**src/rtl/dcache_ctrl.sv**
```systemverilog
// Direct-mapped, write-through, no-write-allocate L1 data-cache controller.
// One-word lines. Misses and stores are sequenced to a multi-cycle memory
// through a req/ready handshake, and DC_Stall freezes the pipeline meanwhile.
// Optional build macro DCACHE_STATS_EN adds read-hit / read-miss / write
// event counters as extra output ports.
module dcache_ctrl #(
    parameter int bit_size = 32,
    parameter int INDEX_W  = 5,
    parameter int TAG_W    = bit_size - INDEX_W - 2
) (
    input  logic                clk,
    input  logic                rst,
    input  logic                MEM_MemRead,
    input  logic                MEM_MemWrite,
    input  logic [bit_size-1:0] MEM_addr,
    input  logic [bit_size-1:0] MEM_din,
    output logic [bit_size-1:0] MEM_dout,
    output logic                DC_Stall,
    output logic                mem_read,
    output logic                mem_write,
    output logic [bit_size-1:0] mem_addr,
    output logic [bit_size-1:0] mem_wdata,
    input  logic [bit_size-1:0] mem_rdata,
    input  logic                mem_ready
`ifdef DCACHE_STATS_EN
    ,
    output logic [31:0]         dc_hit_cnt,
    output logic [31:0]         dc_miss_cnt,
    output logic [31:0]         dc_wr_cnt
`endif
);

    localparam int LINES = 1 << INDEX_W;

    typedef enum logic [1:0] {
        IDLE  = 2'd0,
        FILL  = 2'd1,
        WTHRU = 2'd2,
        DONE  = 2'd3
    } state_t;

    state_t                state_q, state_d;
    logic [LINES-1:0]      valid_q;
    logic [TAG_W-1:0]      tag_q  [LINES];
    logic [bit_size-1:0]   data_q [LINES];
    logic [bit_size-1:0]   addr_q;
    logic [bit_size-1:0]   din_q;
    logic [bit_size-1:0]   ret_q;
    logic                  wr_hit_q;
    logic                  is_wr_q;

    logic [INDEX_W-1:0]    index_s;
    logic [TAG_W-1:0]      tag_s;
    logic                  hit_s;
    logic [INDEX_W-1:0]    lidx_s;
    logic [TAG_W-1:0]      ltag_s;
    logic                  fill_wr_s;
    logic                  thru_wr_s;
    logic                  latch_s;

    assign index_s   = MEM_addr[INDEX_W+1:2];
    assign tag_s     = MEM_addr[bit_size-1:INDEX_W+2];
    assign hit_s     = valid_q[index_s] && (tag_q[index_s] == tag_s);
    assign lidx_s    = addr_q[INDEX_W+1:2];
    assign ltag_s    = addr_q[bit_size-1:INDEX_W+2];
    // Storage writes are suppressed under reset so an abandoned fill leaves no trace.
    assign fill_wr_s = (state_q == FILL) && mem_ready && !rst;
    assign thru_wr_s = (state_q == WTHRU) && mem_ready && wr_hit_q && !rst;
    assign latch_s   = (state_q == IDLE) && (state_d != IDLE);

    // Next-state and combinational outputs; hits answer in the request cycle.
    always_comb begin
        state_d   = state_q;
        DC_Stall  = 1'b0;
        mem_read  = 1'b0;
        mem_write = 1'b0;
        mem_addr  = '0;
        mem_wdata = '0;
        MEM_dout  = '0;
        case (state_q)
            IDLE: begin
                if (MEM_MemWrite) begin
                    DC_Stall = 1'b1;
                    state_d  = WTHRU;
                end else if (MEM_MemRead) begin
                    if (hit_s) begin
                        MEM_dout = data_q[index_s];
                    end else begin
                        DC_Stall = 1'b1;
                        state_d  = FILL;
                    end
                end else begin
                    state_d = IDLE;
                end
            end
            FILL: begin
                DC_Stall = 1'b1;
                mem_read = 1'b1;
                mem_addr = addr_q & {{(bit_size-2){1'b1}}, 2'b00};
                if (mem_ready) begin
                    state_d = DONE;
                end else begin
                    state_d = FILL;
                end
            end
            WTHRU: begin
                DC_Stall  = 1'b1;
                mem_write = 1'b1;
                mem_addr  = addr_q & {{(bit_size-2){1'b1}}, 2'b00};
                mem_wdata = din_q;
                if (mem_ready) begin
                    state_d = DONE;
                end else begin
                    state_d = WTHRU;
                end
            end
            DONE: begin
                if (is_wr_q) begin
                    MEM_dout = '0;
                end else begin
                    MEM_dout = ret_q;
                end
                state_d = IDLE;
            end
            default: begin
                state_d = IDLE;
            end
        endcase
    end

    // State register and valid bits; reset abandons any outstanding transaction.
    always_ff @(posedge clk) begin
        if (rst) begin
            state_q <= IDLE;
            valid_q <= '0;
        end else begin
            state_q <= state_d;
            if (fill_wr_s) begin
                valid_q[lidx_s] <= 1'b1;
            end
        end
    end

    // Request capture on leaving IDLE and fill-data return register.
    always_ff @(posedge clk) begin
        if (rst) begin
            addr_q   <= '0;
            din_q    <= '0;
            wr_hit_q <= 1'b0;
            is_wr_q  <= 1'b0;
            ret_q    <= '0;
        end else begin
            if (latch_s) begin
                addr_q   <= MEM_addr;
                din_q    <= MEM_din;
                wr_hit_q <= MEM_MemWrite && hit_s;
                is_wr_q  <= MEM_MemWrite;
            end
            if (fill_wr_s) begin
                ret_q <= mem_rdata;
            end
        end
    end

    // Line tag/data storage; contents are qualified by valid_q so carry no reset.
    always_ff @(posedge clk) begin
        if (fill_wr_s) begin
            tag_q[lidx_s]  <= ltag_s;
            data_q[lidx_s] <= mem_rdata;
        end else if (thru_wr_s) begin
            data_q[lidx_s] <= din_q;
        end
    end

`ifdef DCACHE_STATS_EN
    logic [31:0] hit_cnt_q, miss_cnt_q, wr_cnt_q;

    // Event counters, only counted on IDLE request cycles, wrap naturally.
    always_ff @(posedge clk) begin
        if (rst) begin
            hit_cnt_q  <= 32'd0;
            miss_cnt_q <= 32'd0;
            wr_cnt_q   <= 32'd0;
        end else if (state_q == IDLE) begin
            if (MEM_MemWrite) begin
                wr_cnt_q <= wr_cnt_q + 32'd1;
            end else if (MEM_MemRead && hit_s) begin
                hit_cnt_q <= hit_cnt_q + 32'd1;
            end else if (MEM_MemRead) begin
                miss_cnt_q <= miss_cnt_q + 32'd1;
            end
        end
    end

    assign dc_hit_cnt  = hit_cnt_q;
    assign dc_miss_cnt = miss_cnt_q;
    assign dc_wr_cnt   = wr_cnt_q;
`endif

endmodule

```
**config.mk**
```make
export PLATFORM = sky130hd
export DESIGN_NAME = dcache_ctrl
export DESIGN_NICKNAME = d
export VERILOG_FILES = /design/src/rtl/dcache_ctrl.sv
export SDC_FILE = /design/constraint.sdc
export NUM_CORES = 2
export LEC_CHECK = 0
export BUFFER_PORTS_ARGS = -buffer_cell sky130_fd_sc_hd__buf_4
export CAP_MARGIN = 5
export CORE_MARGIN = 8
export CORE_UTILIZATION = 50
export CTS_CLUSTER_SIZE = 12
export DETAILED_ROUTE_END_ITERATION = 12
export GPL_TIMING_DRIVEN = 1
export HOLD_SLACK_MARGIN = 0.08
export PLACE_DENSITY = 0.63
export SKIP_LAST_GASP = 1
export SYNTH_ARGS = -nofsm -noshare
export SYNTH_HDL_FRONTEND = slang
export SYNTH_SLANG_ARGS = --single-unit
export TNS_END_PERCENT = 10
```
**constraint.sdc**
```tcl
create_clock -name clk -period 5.1 [get_ports clk]
set_input_delay 0.51 -clock clk [delete_from_list [all_inputs] [get_ports clk]]
set_output_delay 0.51 -clock clk [all_outputs]
set_load 0.005 [all_outputs]
```
Word-level counts from Yosys, hierarchy flattened:

Memories as Yosys holds them, arrays and structs flattened.
Index checks and enable logic that the tools add are counted.
W data, S select, Z words.

* equal/unequal tests: 4
* muxes and demuxes: 29
* reduce and logical (&&, ||, !) cells: 13
* bitwise logic cells: 2
* $lt $le $gt $ge: 3

Operator list (number)
* $mux W32: 7
* $pmux W32 S2: 1
* $or A32 B32 Y32: 1
* $eq A25 B25 Y1: 1
* $mux W1: 13
* $lt A5 B6 Y1 const B: 2
* $logic_and A1 B1 Y1: 9
* $mux W2: 4
* $pmux W2 S4: 1
* $bmux W1 S5: 1
* $demux W1 S5: 1
* $ge A5 B1 Y1 const B: 1
* $eq A2 B2 Y1 const B: 2
* $eq A2 B1 Y1 const B: 1
* $logic_not A2 Y1: 1
* $pmux W1 S2: 1
* $reduce_bool A2 Y1: 1
* $reduce_or A2 Y1: 1
* $logic_not A1 Y1: 1
* $or A1 B1 Y1: 1

* bits of input ports: 101
* memory bits (writable): 1824
* memories: 2
* bits in registers: 132
* word-level logic and storage cells: 60

Memory list
* data_q: words 32, width 32, read ports 1, clocked after memory_dff 0, write ports 1, line 45 `logic [bit_size-1:0] data_q [LINES];`
* tag_q: words 32, width 25, read ports 1, clocked after memory_dff 0, write ports 1, line 44 `logic [TAG_W-1:0] tag_q [LINES];`

Longest topological paths before layout:

* depth in word-level cells: 9
* depth in mapped cells: 17

Worst setup path after synthesis:

Ideal clock, no wire load.

* path type: input -> output
* from: in MEM_addr[2]
* to: out MEM_dout[0]
* data arrival time: 3423 ps
* path buffers: 7
* slack: 1167 ps
* stages: 13
* cell sequence: buf_6 > buf_12 > buf_4 > buf_2 > buf_4 > buf_4 > buf_1 > mux4_2 > mux4_2 > nand2_1 > nand2_1 > a22oi_1 > nor2_1

* cells in the longest elaborated chain, start to end: 7

Ends and longest elaborated chain
* start: declaration: line 15 `input logic [bit_size-1:0] MEM_addr,`
* $mem_v2 Z32 W25 / $bmux W1 S5 (equally long branches)
* $eq A25 B25 Y1 / $mux W1 (equally long branches): line 63 `assign hit_s = valid_q[index_s] && (tag_q[index_s] == tag_s);`
* $logic_and A1 B1 Y1: line 63
* $mux W32 *: line 86 `if (hit_s) begin`
* $mux W32 *: line 85 `end else if (MEM_MemRead) begin`
* $mux W32 *: line 82 `if (MEM_MemWrite) begin`
* $pmux W32 S2 *: line 80 `case (state_q)`
* end: declaration: line 17 `output logic [bit_size-1:0] MEM_dout,`

Mark *: on every way between the ends. The rest lies on a longest branch, timed or not. The select of a mux whose other input is x is not followed.

Worst setup path after layout:

* from: mem tag_q[14][21] in the netlist's numbering
* to: out MEM_dout[31]

* cells in the longest elaborated chain, start to end: 7

Ends and longest elaborated chain (line)
* start: declaration: 44
* $mem_v2 Z32 W25
* $eq A25 B25 Y1: 63
* $logic_and A1 B1 Y1: 63
* $mux W32: 86
* $mux W32: 85
* $mux W32: 82
* $pmux W32 S2: 80

No other way between the ends.

==> metrics list <==
- For this run, design rule violations remaining after detail routing come to 0.
- The cell area that synthesis handed to floorplanning was 76,000 um^2.
- Relative to the synthesized area, the layout overhead comes to 16.1%.
* Vias in the first global route: 39,200
- The first global-routing pass estimated 284,000 um of wire.
- The share of synthesized area in the top cell type comes to 0.721.
- The tree built by TritonCTS fans out to 1,954 sinks.
- Outcome: complete, no violations
* Final total negative setup slack: 0 ps
- EDFF count, synth: 1,824
- The initial utilization of the core area, before any placement, comes to 0.502.
- Count of cell types in the netlist: 65
- TritonCTS built the clock tree.
* Post-DRT Antenna Nets: 0
- Max-Slew Margin vs Limit: 0.194
- In the routed layout, each cell is associated on average with a via count of 6.15.
- Once layout is complete, the utilization of the core stands at 0.583.
- DIE AREA: 165,000 um^2
- Register bit total from synthesis: 1,954
- Crit path time final: 4930 ps
- The count of buffers added on input and output ports is 195.
- Final setup violation count: 0
* Area contributors post-synth: edfxtp_1 (72%), mux4_2 (15%), dfxtp_1 (3.4%), mux2i_1 (1.6%), nand2_1 (0.96%)
- After clock tree synthesis, the clock-pin slew on the worst setup and hold paths is 60 ps.
* Synth area leader: edfxtp_1
* Fraction of layout instances using a drive strength above 1: 0.288
- Number of placed I/O pins: 200
- Category of the critical setup timing path: reg2out
- Antenna violations before repair: 5
- Critical path arrival: 4420 ps
- Standby leakage power: 0.0285 uW
- Core region area: 151,000 um^2
- Final-report hold violation count: 0
- Pwr Density: 379 nW/um^2
- Before antenna repair, the detailed router went through 5 iterations.
* Syn avg cell area: 20.6 um^2
- Across every metal layer, demand over resource in global routing totals 0.240.
- Chip width: 406 um
- Synth cell count leaders: edfxtp_1 (1,824), mux4_2 (496), nand2_1 (195), nor2_1 (189), dfxtp_1 (130)
* Routed vias: 39,000
- Entering global routing, the biggest net connects 119 pins.
* Critical Path Source Type: flip-flop
* Count of nets after finishing: 4,243
- Leading cell type by number of instances after synthesis: edfxtp_1
* DP Cell Count: 5,862
* Fraction of power spent switching nets: 0.214
- Max-cap violations: 0
* Final Max Slew Viols: 0
- Setup repair after global routing left no endpoint under its margin.
* Instance count of the mapped netlist: 3,694
- At the pin with the least slew margin, the transition time is 1210 ps.
- The share of total power dissipated in combinational logic is 0.057.
* Number of DRC markers after the initial detailed-route iteration: 4,277
- Total number of H-tree levels: 4
* Highest clock frequency the design can meet: 0.203 GHz
* Clock latency on the worst-skew pair: 810 ps
- Excluding fillers, the count of instances in the completed layout stands at 6,329.
* Clk buf depth: 3
- The share of total power dissipated in sequential elements is 0.534.
- Psw: 7150 uW
- Final period utilization: 0.967
- FFs w/ async S/R, synth: 0
- Clock share of power: 0.409
- Total number of placement rows: 143
- Total power for the finished layout comes to 33,400 uW.
- The worst setup path is captured at an output port.
* Last weighted congestion value of the routability-driven placer: 0.806
* Most used flip-flop cell after synthesis: edfxtp_1
* Root Driver: clkbuf_16
- Required arrival time at the worst endpoint: 4590 ps
* Worst min-delay path category: in2reg
- From bottom edge to top edge, the die measures 406 um.
* Count of instances resized after the clock tree is built: 0
- Aggregate global routing overflow: 0
- The share of the Yosys chip area taken by registers is 0.755.
- Critical Path Fanout Max: 24
- Setup Skew: 27.0 ps
- Half-perimeter wire length of the detailed placement result: 113,000 um
- In the final routed layout, each cell accounts on average for 31.5 um.
- For this run, the number of Yosys warnings is 0.
- Maximum ir drop on the vdd rail: 0.329 mV
* CTS buffer count: 195
- Cell internal power was estimated by the tool at 26,300 uW.
* Post-detailed-routing wire length: 199,000 um
critical path: stages (launching register included):
cell and delay (ps):
edfxtp_1 370, mux4_2 470, o22ai_1 230, o21ai_1 110
or3_1 460, a2111oi_0 470, nand4_1 180, buf_4 210
nor3_4 220, buf_12 250, a22oi_1 90, nor2_1 200
buf_4 210, buf_4 120
layout by cell type (no fill, tap or decap), types with 7 or more instances in the layout:
cell type,count
nand4_1,8
buf_4,312
or3_1,7
nor2_1,125
mux2i_1,125
and2_1,65
a21oi_1,46
clkinv_2,12
nor2_4,65
dlygate4sd3_1,108
xnor2_1,12
clkbuf_8,24
a22oi_1,47
nor3_1,13
nand2_1,194
mux4_2,496
inv_1,36
edfxtp_1,1824
nand3_1,15
dfxtp_1,130
xor2_1,13
nand3b_1,9
o221ai_1,10
clkbuf_16,202
o22ai_1,75
nand2b_1,9
nor2b_1,13
clkinv_1,13
nor4_1,7
mux2_2,48
clkbuf_1,94
buf_12,40
metal layers:
| layer | routed length, um | global-route usage | vias up | share of wire |
|---|---|---|---|---|
| li1 | - | - | 16000 | - |
| met1 | 80800 | 0.343 | 20800 | 0.41 |
| met2 | 96800 | 0.390 | 1844 | 0.49 |
| met3 | 17000 | 0.0401 | 300 | 0.085 |
| met4 | 4580 | 0.0616 | 2 | 0.023 |
| met5 | 14 | 0 | - | 0.000070 |
power groups by stage:
| stage | Combinational (uW) | Clock (uW) | Sequential [uW] |
|---|---|---|---|
| floorplan | 1170 | 0 | 18100 |
| global placement | 1810 | 0 | 18200 |
| detailed placement | 1830 | 0 | 18200 |
| CTS | 1910 | 13900 | 17900 |
| global route | 2010 | 14400 | 17900 |
| finish | 1900 | 13700 | 17900 |
registers in the layout, summed over array words and instances, names as in the netlist:
register / flops
ret_q: 32
state_q: 2
is_wr_q: 1
data_q: 1024
valid_q: 32
addr_q: 30
wr_hit_q: 1
din_q: 32
tag_q: 800
worst paths after layout:
kind | start | endpoint | slack, ps | cells past startpoint
setup / recovery | tag_q[14][21]$_DFFE_PP_ | MEM_dout[31] | 170 | 13
hold / removal | mem_ready | state_q[0]$_SDFF_PP0_ | 170 | 4
setup reg to reg | tag_q[14][21]$_DFFE_PP_ | addr_q[27]$_SDFFE_PP0P_ | 700 | 11
hold reg to reg | ret_q[2]$_SDFFE_PP0P_ | ret_q[2]$_SDFFE_PP0P_ | 450 | 2
area by class of cell:
cell class	instances	area, um^2
inverter	38	149
clock inverter	35	309
antenna	3	7.51
tap	2030	2540
fill	11100	63100
sequential	1954	57400
clock buffer	320	5740
timing repair buffer	464	4280
multi-input combinational	1485	17900
stage by stage:
step / hold WS [ps] / instance area [um^2] / setup WS (ps)
2_1_floorplan: 437 / 76000 / 1170
5_1_grt: 167 / 88200 / 53.6
3_5_place_dp: 447 / 81100 / 240
3_3_place_gp: 442 / 81100 / 237
6_report: 171 / 88300 / 170
4_1_cts: 111 / 88200 / 60.9
cell families (layout without fill, tap and decap cells):
kind of cell	Yosys count	count (layout)	share of synthesized area
muxes	669	669	0.171
adders and majority gates	4	4	0.000659
AOI/OAI and AO/OA	226	226	0.0200
and+or+nand+nor	559	559	0.0338
DFF	1954	1954	0.755
other	1	5	0.0000493
xor gates and xnor gates	25	25	0.00288
buffers and inverters	256	857	0.0170
repair_timing:
item | CTS | global route
hold endpoints to repair | 94 | 0
setup endpoints to repair | 0 | 10
hold buffers | 108 | 0
setup buffers | 0 | 1
Power figures use the tool's default switching activity.
